===== config.mk =====
export PLATFORM = sky130hd
export DESIGN_NAME = pc_step_ctrl
export DESIGN_NICKNAME = d
export VERILOG_FILES = /design/src/rtl/pc_pkg.sv /design/src/rtl/ack_sync.sv /design/src/rtl/pc_step_ctrl.sv
export SDC_FILE = /design/constraint.sdc
export NUM_CORES = 1
export LEC_CHECK = 0
export CAP_MARGIN = 20
export CORE_ASPECT_RATIO = 0.8
export CORE_MARGIN = 1.5
export CORE_UTILIZATION = 47
export CTS_CLUSTER_DIAMETER = 100
export DETAILED_ROUTE_END_ITERATION = 7
export PLACE_DENSITY = 0.77
export SYNTH_ARGS = -nofsm -noshare
export SYNTH_HDL_FRONTEND = slang
export SYNTH_SLANG_ARGS = --single-unit

===== constraint.sdc =====
create_clock -name clk -period 2 [get_ports clk]
set_input_delay 0.4 -clock clk [delete_from_list [all_inputs] [get_ports clk]]
set_output_delay 0.4 -clock clk [all_outputs]
set_load 0.02 [all_outputs]

===== src/rtl/pc_pkg.sv =====
// Shared definitions for the program-counter step sequencer:
// opcodes, sequencer state encoding and default datapath width.
package pc_pkg;

   localparam int PC_W_DEF = 2;

   localparam logic [1:0] OP_INC  = 2'b00;
   localparam logic [1:0] OP_JNO  = 2'b01;
   localparam logic [1:0] OP_CLRS = 2'b10;
   localparam logic [1:0] OP_HALT = 2'b11;

   typedef enum logic [2:0] {
      IDLE     = 3'd0,
      ISSUE    = 3'd1,
      WAIT_ACK = 3'd2,
      COMMIT   = 3'd3,
      EXEC     = 3'd4,
      HALTED   = 3'd5
   } pc_state_e;

endpackage


===== src/rtl/ack_sync.sv =====
// Brings the incrementer's asynchronous ack pulse into the clk domain
// and reduces it to a single-cycle strobe on its rising edge.
module ack_sync (
   input  logic clk,
   input  logic reset,
   input  logic ack,
   output logic ack_rise
);

   logic sync_1;
   logic sync_2;
   logic sync_3;

   always_ff @(posedge clk) begin
      if (reset) begin
         sync_1 <= 1'b0;
         sync_2 <= 1'b0;
         sync_3 <= 1'b0;
      end else begin
         sync_1 <= ack;
         sync_2 <= sync_1;
         sync_3 <= sync_2;
      end
   end

   assign ack_rise = sync_2 & ~sync_3;

endmodule


===== src/rtl/pc_step_ctrl.sv =====
// Step sequencer: runs the pulse/ack handshake with the incrementer for INC,
// executes JNO/CLRS locally, and parks in HALTED on HALT until reset.
module pc_step_ctrl
   import pc_pkg::*;
#(
   parameter int PC_W      = PC_W_DEF,
   parameter int PULSE_LEN = 2,
   parameter int ACK_TMO   = 8
) (
   input  logic            clk,
   input  logic            reset,
   input  logic            step_req,
   input  logic [1:0]      instr,
   input  logic [PC_W-1:0] jump_target,
   input  logic [PC_W-1:0] adder_sum,
   input  logic            adder_carry,
   input  logic            inc_ack,
   output logic [1:0]      instr_checked,
   output logic            step_pulse,
   output logic [PC_W-1:0] pc_out,
   output logic            status,
   output logic            busy,
   output logic            step_done,
   output logic            halted,
   output logic            timeout_err,
   output pc_state_e       state_dbg
);

   // Handshake: a step is accepted only when step_req is high while the
   // sequencer is IDLE; step_done is a one-cycle strobe marking the commit.
   localparam int CNT_MAX = (PULSE_LEN > ACK_TMO) ? PULSE_LEN : ACK_TMO;
   localparam int CNT_W   = $clog2(CNT_MAX + 1);

   pc_state_e       state;
   pc_state_e       next_state;
   logic [CNT_W-1:0] cnt;
   logic [1:0]      op_q;
   logic [PC_W-1:0] target_q;
   logic            ack_rise;
   logic            timeout_set;
   logic            accept;

   ack_sync u_ack_sync (
      .clk      (clk),
      .reset    (reset),
      .ack      (inc_ack),
      .ack_rise (ack_rise)
   );

   assign accept = (state == IDLE) && step_req;

   always_comb begin
      next_state  = state;
      timeout_set = 1'b0;
      case (state)
         IDLE: begin
            if (step_req) begin
               case (instr)
                  OP_INC:  next_state = ISSUE;
                  OP_HALT: next_state = HALTED;
                  default: next_state = EXEC;
               endcase
            end
         end
         ISSUE: begin
            if (cnt == CNT_W'(PULSE_LEN - 1)) next_state = WAIT_ACK;
         end
         WAIT_ACK: begin
            if (ack_rise) begin
               next_state = COMMIT;
            end else if (cnt == CNT_W'(ACK_TMO - 1)) begin
               next_state  = IDLE;
               timeout_set = 1'b1;
            end
         end
         COMMIT:  next_state = IDLE;
         EXEC:    next_state = IDLE;
         HALTED:  next_state = HALTED;
         default: next_state = IDLE;
      endcase
   end

   always_ff @(posedge clk) begin
      if (reset) begin
         state         <= IDLE;
         cnt           <= '0;
         op_q          <= OP_INC;
         target_q      <= '0;
         instr_checked <= OP_HALT;
         pc_out        <= '0;
         status        <= 1'b0;
         timeout_err   <= 1'b0;
      end else begin
         state <= next_state;

         // One counter times both the pulse width and the ack wait.
         if ((next_state != state) || ((state != ISSUE) && (state != WAIT_ACK)))
            cnt <= '0;
         else
            cnt <= cnt + 1'b1;

         if (accept) begin
            op_q     <= instr;
            target_q <= jump_target;
         end

         // 2'b11 keeps the incrementer idle whenever no step is in flight.
         if ((next_state == IDLE) && (state != IDLE))
            instr_checked <= OP_HALT;
         else if (accept)
            instr_checked <= instr;

         if (timeout_set) timeout_err <= 1'b1;

         if (state == COMMIT) begin
            pc_out <= adder_sum;
            status <= status | adder_carry;
         end

         if (state == EXEC) begin
            if ((op_q == OP_JNO) && !status) pc_out <= target_q;
            if (op_q == OP_CLRS) status <= 1'b0;
         end
      end
   end

   assign step_pulse = (state == ISSUE);
   assign step_done  = (state == COMMIT) || (state == EXEC);
   assign halted     = (state == HALTED);
   assign busy       = (state != IDLE) && (state != HALTED);
   assign state_dbg  = state;

endmodule

* Yosys cells after proc, flatten, opt, wreduce, memory -nomap -nowiden
Index checks and enable logic that the tools add are counted.
Widths: inputs -> output; s select.
** Storage, ports and cells
- RAM bits :: 0
- Bits in read-only memories :: 0
- Memories kept :: 0
- Output and inout port bits :: 13
- Word-level logic and storage cells :: 58
- Latch bits :: 0
- Register bits :: 20
** Cells by class
- Div/mod/pow operators :: 0
- Shift operators :: 0
- Bitwise logic cells :: 3
- Reductions and logical operators :: 14
- Muxes and demuxes :: 15
- Magnitude comparators :: 0
- Eq/ne operators :: 14
- Add/subtract/negate cells :: 1
- Multiply operators :: 0
** Operator list (number)
- $mux 3 :: 4
- $pmux 3 s4 :: 1
- $eq 3x2->1 const B :: 2
- $eq 3x3->1 const B :: 2
- $logic_not 3->1 :: 2
- $mux 1 :: 6
- $mux 2 :: 3
- $pmux 3 s2 :: 1
- $logic_and 1x1->1 :: 5
- $add 4x1->4 const B :: 1
- $eq 2x2->1 const B :: 2
- $eq 4x1->1 const B :: 1
- $eq 4x3->1 const B :: 1
- $reduce_or 2->1 :: 2
- $eq 3x1->1 const B :: 1
- $ne 3x1->1 const B :: 1
- $ne 3x2->1 const B :: 1
- $ne 3x3->1 :: 1
- $ne 3x3->1 const B :: 1
- $reduce_bool 3->1 :: 1
- $eq 2x1->1 const B :: 1
- $logic_not 2->1 :: 1
- $logic_or 1x1->1 :: 2
- $and 1x1->1 :: 1
- other kinds (3) :: 3

* Logic depth before layout (Yosys ltp)
Gate-level depths: netlist of the first run.
- Word-level depth :: 7
- Gate-level depth with buffers :: 5
- Gate-level depth less buffers :: 5

* Modules after synthesis
Synthesis of the first run repeated with hierarchy kept, for this count alone.
** Unflattened totals
- Cells, all modules :: 97
- Area, all modules :: 960.9 um^2
** By module, submodules not included
- pc_step_ctrl :: instances 1, cells each 90, area each 873.3 um^2
- ack_sync :: instances 1, cells each 7, area each 87.6 um^2

* Worst setup path after synthesis of the first run
OpenSTA, ideal clock, no wires.
- Path kind :: register -> output
- Start point :: register state[2], in the netlist state_dbg[2]
- End point :: output busy
- Data arrival time :: 1.157 ns
- Setup slack :: 0.443 ns
- Cell stages (with the launch flop) :: 4
- Buffers on the path :: 1
- Required time :: 1.600 ns
- Cells stage by stage :: dfxtp_1 > clkbuf_1 > or2_2 > a21o_1
** Between the ends
- Longest elaborated chain between the ends :: 2
- Elaborated cells between the ends (all ways) :: 3
** RTL lines
- from (decl) :: RTL line pc_step_ctrl.sv:34 : pc_state_e state;
- from (signal assigned) :: RTL line pc_step_ctrl.sv:94 : state <= next_state;
- $ne 3x3->1 / $reduce_bool 3->1 (equally long branches) :: RTL line pc_step_ctrl.sv:130 : assign busy = (state != IDLE) && (state != HALTED);
- $logic_and 1x1->1 (*) :: RTL line pc_step_ctrl.sv:130
- to (decl) :: RTL line pc_step_ctrl.sv:22 : output logic busy,
Every way passes the cells marked *; elsewhere a longest branch is shown, timed or not.

* Worst setup path after layout of the first run
- Start point :: register state[0], in the netlist state_dbg[0]
- End point :: output busy
Same word-level chain as after synthesis.

==> results of run 1 <==
worst max-delay path, delay by kind of cell, from the launching register on:
| kind | cells | cell delay (ns) |
|---|---|---|
| flops | 1 | 0.38 |
| simple gates | 1 | 0.33 |
| buf+inv | 1 | 0.31 |
| compound gates | 1 | 0.17 |
repair_timing:
action	CTS	global route
endpoints found under the setup margin	4	3
cloned	0	0
resized for setup	4	3
cells in the mapped netlist (all sizes together) (3+ instances only):
master	instances	area, um^2
nor2	8	30.0
and3b	3	26.3
nand3b	3	22.5
nand3	4	20.0
dfxtp	20	400
nor3	3	15.0
a21oi	3	15.0
buf	3	20.0
nor2b	5	31.3
mux2i	6	60.1
nand2	7	26.3
ha	3	37.5
inv	5	18.8
nor4	4	25.0
worst paths after layout:
path                                   to  slack, ns                         start
min          u_ack_sync.sync_2$_SDFF_PP0_       0.46  u_ack_sync.sync_1$_SDFF_PP0_
max reg2reg             cnt[2]$_SDFF_PP0_       0.37       state_dbg[2]$_SDFF_PP0_
min reg2reg  u_ack_sync.sync_2$_SDFF_PP0_       0.46  u_ack_sync.sync_1$_SDFF_PP0_
max                                  busy       0.11       state_dbg[0]$_SDFF_PP0_
registers in the layout, summed over array words and instances, names as in the netlist:
| register | cells |
|---|---|
| target_q | 2 |
| pc_out | 2 |
| u_ack_sync.sync_2 | 1 |
| cnt | 4 |
| timeout_err | 1 |
| op_q | 2 |
| u_ack_sync.sync_1 | 1 |
| u_ack_sync.sync_3 | 1 |
| state_dbg | 3 |
| status | 1 |
| instr_checked | 2 |
cells by family after synthesis:
group / after synthesis
AO/OA/AOI/OAI: 12
AND/OR/NAND/NOR: 48
buffers and inverters: 10
multiplexers: 6
flip-flops: 20
adder cells (fa/ha/maj): 3
XOR/XNOR: 2
final cells by class:
class,count,area share (%)
multi-input cells,71,39.4
flip-flops and latches,20,31.8
repair buffers,29,22.0
clock buffers,4,2.88
well taps,24,2.38
inverters,5,1.49
power by group:
| group | switching, mW | total, mW | internal, mW | leakage (nW) |
|---|---|---|---|---|
| Combinational | 0.0805 | 0.168 | 0.0877 | 0.356 |
| Clock | 0.127 | 0.238 | 0.111 | 0.0210 |
| Sequential | 0.0141 | 0.431 | 0.417 | 0.163 |
routing by layer:
layer / GRT usage (%) / wire [um] / up-vias
met5: 0 / 0 / -
met4: 5.64 / 13 / 0
met3: 8.45 / 106 / 2
met2: 26.8 / 788 / 21
met1: 24.8 / 994 / 366
li1: - / - / 416
placed cells by master, fill, tap and decap left out, types with 2 or more instances in the layout:
master           count
a211oi_1             2
a21oi_1              3
a311oi_1             2
and3b_1              3
buf_4                6
clkbuf_4             3
clkdlybuf4s50_1     18
dfxtp_1             19
dlygate4sd2_1        2
dlymetal6s2s_1       2
ha_1                 3
inv_1                5
mux2i_1              6
nand2_1              7
nand2b_1             2
nand3_1              4
nand3b_1             3
nor2_1               8
nor2b_1              5
nor3_1               3
nor3b_1              2
nor4_1               4
==> results.toml, run 1 <==
[logic_synthesis]
synth_nets = 115
synth-edff-count = 0
synthAdderAreaFrac_pct = 3.98
synth.distinct_cells = 35
synth_xor_area_share_pct = 1.86
ys_ff_latch = 20
ys_dominant_reg_cell = "dfxtp_1"
ys.warnings.count = 0
yosys.area_share.simple_pct = 31.4
syn_area_um2 = 943
ys_async_sr_fraction_pct = 0
synthCells = 101
synth.avg_cell_area_um2 = 9.34
muxShareOfSynthArea_pct = 6.37
synth-seq-area-share_pct = 42.4
synth_compound_area_share_pct = 9.02
synth_top_family_by_area = "simple AND/OR/NAND/NOR gates"

[power]
power.density_mw_per_mm2 = 663
peakVddDrop_mv = 0.567
leakage_nw = 0.541
total_power_mw = 0.837

[floorplan]
core_area_mm2 = 0.00189
die_x_um = 53.1
start_util_pct = 49.9
boundaryPins = 24
die_area_mm2 = 0.00229
die-height_um = 43.1
rows = 14

[critical_path]
cp_max_fo = 9
end_kind = "output port"
criticalPathCategory = "flip-flop to output port"
required_ns = 1.60
cpMaxStageDelayCell = "dfxtp_2"
reg2reg_depth = 4
critPathMaxStageDelay_ns = 0.38
worstPathCellList = "or2_2 -> a21o_1 -> dlygate4sd2_1"
cp-start-kind = "flip-flop"
arrival_ns = 1.49

[sta]
worst_pin_slew_ns = 0.406
fin_tns_setup_ns = 0
fmax_ghz = 0.528
finalSetupViolCount = 0
hold_viol = 0
period_share_pct = 94.7
timing.slew.headroom_pct = 72.9
maxSlewViolCount = 0
rsz0062_at_grt = "no"
holdWs_ns = 0.455
fin_crit_ns = 1.89
finalWorstSetupSlack_ns = 0.106
finalClockSkew_ns = 0.00150

[cells_and_area]
multi_input_area_um2 = 497
final_util_pct = 66.7
layout.cells.non_filler = 153
fillers = 159
drive_gt1_share_pct = 11.6
fin_nets = 144
syn_to_final_growth_pct = 33.7
design_area_mm2 = 0.00126
seq_area_um2 = 402
n_antenna_cell = 0

[clock_tree]
cts.sinks = 20
post_cts_buffers = 0
tritoncts = "yes"
clk_latency_ns = 0.30
cts_made_buffers = 3
hold_buffers = 0
cts_buffer_depth = 2
root_buffer = "clkbuf_4"
htreeDepth = 1
clkSlewWorstSetupHoldPaths_ns = 0.11

[placement]
detailedPlace.worstSlack_ns = 0.131
gp_congestion = 0.815
placed_cells = 149
hpwl_um = 1450
placed_cell_area_mm2 = 0.00122
io_buffer_count = 23

[global_routing]
grtUsageTotal_pct = 18.6
grt_pass1_vias = 729
grt_pass1_wl_um = 3090
grt-ovfl-total = 0
grt_max_degree = 12
antenna_found_initial = 0

[drt]
num_vias = 805
drcViolationCount = 0
antenna_left = 0
firstDrtPassIters = 4
wl_per_cell_um = 12.4
drt-initial-drc-count = 16
routed_wl_um = 1900
vias_per_cell = 5.26

[worst_hold_path]
hold_path_class = "flip-flop to flip-flop"
hold_depth = 1

[job]
drv_cap = 0

[run_status]
status = "finished clean"
Note: power is estimated with default switching activity, not from simulation.
==> inputs of run 2 (changes only) <==
--- a/config.mk
+++ b/config.mk
@@ -5,6 +5,7 @@
 export SDC_FILE = /design/constraint.sdc
 export NUM_CORES = 1
 export LEC_CHECK = 0
+export ABC_CLOCK_PERIOD_IN_PS = 2100
 export CAP_MARGIN = 20
 export CORE_ASPECT_RATIO = 0.8
 export CORE_MARGIN = 1.5
==> constraint.sdc (replaced) <==
create_clock -name clk -period 2.1 [get_ports clk]
set_input_delay 0.42 -clock clk [delete_from_list [all_inputs] [get_ports clk]]
set_output_delay 0.42 -clock clk [all_outputs]
set_load 0.1 [all_outputs]
==> results.toml, run 2 (synthesis gave the netlist of run 1 again) <==
[run_status]
status = "finished clean"

[sta]
finalWorstSetupSlack_ns = 0.0788
fin_tns_setup_ns = 0
period_share_pct = 96.2
fin_crit_ns = 2.02
worst_pin_slew_ns = 0.554
maxSlewViolCount = 0
hold_viol = 0
finalClockSkew_ns = 0.0102
fmax_ghz = 0.495
finalSetupViolCount = 0
rsz0062_at_grt = "no"
timing.slew.headroom_pct = 62.9

[power]
leakage_nw = 0.507
peakVddDrop_mv = 0.563
p_comb_share_pct = 28.4
p_int_mw = 0.600
clockPowerShare_pct = 25.3
switchingPower_mw = 0.308
pwr-share-seq_pct = 46.3
switching_share_pct = 34.0
power.density_mw_per_mm2 = 717

[critical_path]
timing.critical_path.buf_inv = 1
cpMaxStageDelayCell = "dfxtp_2"
arrival_ns = 1.60
cp-start-kind = "flip-flop"
timing.rr.start = "cnt[0]$_SDFF_PP0_"
critPathMaxStageDelay_ns = 0.55
path_delay_family = "simple AND/OR/NAND/NOR gates"
cp_max_fo = 15
worstPathCellList = "or3b_4 -> nand2_2 -> buf_12"
criticalPathCategory = "flip-flop to output port"
crit_start = "state_dbg[2]$_SDFF_PP0_"
end_kind = "output port"
required_ns = 1.68

[cells_and_area]
layout.cells.non_filler = 148
largest_reg_flops = 4
drive_gt1_share_pct = 23.4
mostFrequentLayoutCells = "dfxtp_1 (17), clkdlybuf4s50_1 (10), buf_4 (9)"
fillers = 157
layout_commonest_cell = "dfxtp_1"
regMostFlops = "cnt"
syn_to_final_growth_pct = 34.2
seq_area_um2 = 404
n_antenna_cell = 0
final_util_pct = 66.9
multi_input_area_um2 = 509
design_area_mm2 = 0.00127
fin_nets = 139

[global_routing]
grtUsageTotal_pct = 21.0
antenna_found_initial = 0
grt-ovfl-total = 0
grt_max_degree = 16
grt_pass1_vias = 716
grt_pass1_wl_um = 3340

[floorplan]
die-height_um = 43.1
rows = 14
die_area_mm2 = 0.00229
boundaryPins = 24
core_area_mm2 = 0.00189
die_x_um = 53.1
start_util_pct = 49.9

[clock_tree]
post_cts_buffers = 0
cts_buffer_depth = 2
cts.sinks = 20
root_buffer = "clkbuf_4"
hold_buffers = 0
cts_made_buffers = 3
clk_latency_ns = 0.31
clkSlewWorstSetupHoldPaths_ns = 0.12
tritoncts = "yes"
cts.repair.resized = 0
htreeDepth = 1

[drt]
met1_length_um = 997
route.met2.wl_um = 850
drcViolationCount = 0
num_vias = 786
drt-initial-drc-count = 12
antenna_left = 0
wl_met3_um = 133
maxUsedRoutingLayer = "met4"
vias_per_cell = 5.31
wl_per_cell_um = 13.7
routed_wl_um = 2020
firstDrtPassIters = 4

[job]
drv_cap = 0

[worst_hold_path]
hold_path_class = "flip-flop to flip-flop"
worstHoldStart = "u_ack_sync.sync_1$_SDFF_PP0_"

[placement]
io_buffer_count = 23
detailedPlace.worstSlack_ns = 0.156
placed_cell_area_mm2 = 0.00123
placed_cells = 144
hpwl_um = 1480
gp_congestion = 0.729
==> run 2: cell types whose count changed in the layout (fill, tap and decap cells not counted), sizes merged <==
| cell | delta |
|---|---|
| buf | +8 |
| clkdlybuf4s50 | -8 |
| dlygate4sd2 | -2 |
| dlymetal6s2s | -2 |
| clkdlybuf4s15 | -1 |
==> run 2: metal layers <==
metal | vias to the layer above | track usage [%]
li1 | 403 | -
met1 | 358 | 29.8
met2 | 20 | 27.5
met3 | 5 | 7.39
met4 | 0 | 10.8
met5 | - | 0
==> run 2: path summary, 6_finish.rpt <==
path | depth (start not counted) | endpoint | slack, ns
worst max-delay path | 3 | step_done | 0.08
worst min-delay path | 1 | u_ack_sync.sync_2$_SDFF_PP0_ | 0.46
worst max register to register | 4 | cnt[3]$_SDFF_PP0_ | 0.49
worst min register to register | 1 | u_ack_sync.sync_2$_SDFF_PP0_ | 0.46
==> run 2: power groups by stage <==
| stage | sequential [mW] | clock [mW] | combinational [mW] |
|---|---|---|---|
| 2_1_floorplan | 0.470 | 0 | 0.136 |
| 3_3_place_gp | 0.428 | 0 | 0.256 |
| 3_5_place_dp | 0.429 | 0 | 0.258 |
| 4_1_cts | 0.420 | 0.237 | 0.259 |
| 5_1_grt | 0.424 | 0.255 | 0.270 |
| 6_report | 0.421 | 0.229 | 0.258 |
==> run 2: cell type report <==
| class | instances | area share (%) |
|---|---|---|
| Timing Repair Buffer | 24 | 21.1 |
| Clock buffer | 4 | 2.87 |
| Multi-Input combinational cell | 71 | 40.2 |
| Tap cell | 24 | 2.37 |
| Sequential cell | 20 | 31.9 |
| Inverter | 5 | 1.48 |
==> run 2: worst reg2reg max path, delay by kind of cell, from the launching register on <==
| family | cells | cell delay, ns |
|---|---|---|
| fa+ha+maj | 1 | 0.17 |
| compound gates | 1 | 0.33 |
| flops | 1 | 0.40 |
| simple gates | 2 | 0.59 |
==> run 2: through the flow <==
step	hold WS, ns	total power [mW]
finish	0.455	0.908
CTS	0.457	0.916
detailed placement	0.438	0.686
global placement	0.425	0.684
floorplan	0.414	0.605
global route	0.472	0.950
==> inputs of run 3 (changes only) <==
--- a/config.mk
+++ b/config.mk
@@ -5,7 +5,6 @@
 export SDC_FILE = /design/constraint.sdc
 export NUM_CORES = 1
 export LEC_CHECK = 0
-export ABC_CLOCK_PERIOD_IN_PS = 2100
 export CAP_MARGIN = 20
 export CORE_ASPECT_RATIO = 0.8
 export CORE_MARGIN = 1.5
@@ -13,6 +12,7 @@
 export CTS_CLUSTER_DIAMETER = 100
 export DETAILED_ROUTE_END_ITERATION = 7
 export PLACE_DENSITY = 0.77
+export SETUP_SLACK_MARGIN = 0.5
 export SYNTH_ARGS = -nofsm -noshare
 export SYNTH_HDL_FRONTEND = slang
 export SYNTH_SLANG_ARGS = --single-unit
==> results.toml, run 3 (synthesis gave the netlist of run 1 again) <==
[run_status]
status = "finished clean"

[cells_and_area]
fin_nets = 150
layout.cells.non_filler = 159
design_area_mm2 = 0.00144
final_util_pct = 76.0
syn_to_final_growth_pct = 52.4
n_antenna_cell = 0
fillers = 134
layout_commonest_cell = "buf_4"
mostFrequentLayoutCells = "buf_4 (18), dfxtp_1 (14), clkdlybuf4s50_1 (10)"
largest_reg_flops = 4
regMostFlops = "cnt"
drive_gt1_share_pct = 36.3

[drt]
wl_per_cell_um = 15.7
firstDrtPassIters = 4
drt-initial-drc-count = 19
vias_per_cell = 5.54
antenna_left = 0
num_vias = 881
routed_wl_um = 2500
drcViolationCount = 0

[clock_tree]
root_buffer = "clkbuf_4"
clk_latency_ns = 0.31
cts_made_buffers = 3
clkSlewWorstSetupHoldPaths_ns = 0.11
tritoncts = "yes"
cts_buffer_depth = 2
htreeDepth = 1
cts.sinks = 20

[critical_path]
critPathMaxStageDelay_ns = 0.43
r2r_slack_ns = 0.53
timing.critical_path.buf_inv = 1
criticalPathCategory = "flip-flop to output port"
arrival_ns = 1.37
cpMaxStageDelayCell = "or3b_4"
path_delay_family = "simple AND/OR/NAND/NOR gates"
cp-start-kind = "flip-flop"
cp_max_fo = 5
end_kind = "output port"
required_ns = 1.68
worstPathCellList = "or3b_4 -> nand2_8 -> buf_12"

[placement]
gp_congestion = 0.768
placed_cells = 144
placed_cell_area_mm2 = 0.00126
hpwl_um = 1580
io_buffer_count = 23

[sta]
finalClockSkew_ns = 0.00112
finalSetupViolCount = 0
period_share_pct = 85.4
holdWs_ns = 0.455
fmax_ghz = 0.557
maxSlewViolCount = 0
rsz0062_at_grt = "yes"
worst_pin_slew_ns = 0.499
fin_tns_setup_ns = 0
timing.slew.headroom_pct = 66.7
fin_crit_ns = 1.79
hold_viol = 0

[floorplan]
die-height_um = 43.1
die_x_um = 53.1
rows = 14
core_area_mm2 = 0.00189
start_util_pct = 49.9
boundaryPins = 24
die_area_mm2 = 0.00229

[worst_hold_path]
hold_path_class = "flip-flop to flip-flop"

[global_routing]
grt_pass1_wl_um = 3990
grt_pass1_vias = 828
grt-ovfl-total = 0
grt_max_degree = 14
antenna_found_initial = 0
grtUsageTotal_pct = 25.5

[job]
drv_cap = 0

[power]
power.density_mw_per_mm2 = 693
leakage_nw = 0.582
peakVddDrop_mv = 0.739
-- run 3: worst paths after layout --
kind                                              startpoint                             to  cells past startpoint
worst max register to register       state_dbg[1]$_SDFF_PP0_  instr_checked[0]$_SDFFE_PP1P_                      6
worst min-delay path            u_ack_sync.sync_1$_SDFF_PP0_   u_ack_sync.sync_2$_SDFF_PP0_                      1
worst min register to register  u_ack_sync.sync_1$_SDFF_PP0_   u_ack_sync.sync_2$_SDFF_PP0_                      1
worst max-delay path                 state_dbg[0]$_SDFF_PP0_                      step_done                      3
-- run 3: layout make-up --
type	count	area, um^2	area share [%]
timing repair buffer	35	353	24.5
inverter	5	18.8	1.31
clock buffer	4	47.5	3.31
sequential	20	415	28.9
tap	24	30.0	2.09
multi-input combinational	71	573	39.9
-- run 3: metrics by stage --
stage,worst slack (ns),power (mW)
after CTS,0.311,0.989
after global placement,0.264,0.687
after global routing,0.276,1.03
final,0.306,0.996
after detailed placement,0.219,0.693
after floorplan,0.411,0.616
-- run 3: layer usage --
layer	vias up	track usage (%)	part of all wire, %
met5	-	0	0
met4	0	12.3	3.2
met3	11	9.15	6.5
met2	37	37.5	45
met1	407	32.7	45
li1	426	-	-
-- run 3: repair_timing --
item / in CTS / in global routing
buffers inserted: 10 / 1
pin swaps: 3 / 3
hold endpoints to repair: 0 / 0
hold buffers: 0 / 0
resized for setup: 7 / 6
endpoints found under the setup margin: 8 / 15
-- run 3: where the power goes --
group          total (mW)  leakage (nW)  internal (mW)  switching (mW)
sequential          0.411         0.167          0.396          0.0158
combinational       0.313         0.389          0.126           0.187
clock               0.272        0.0261          0.146           0.126
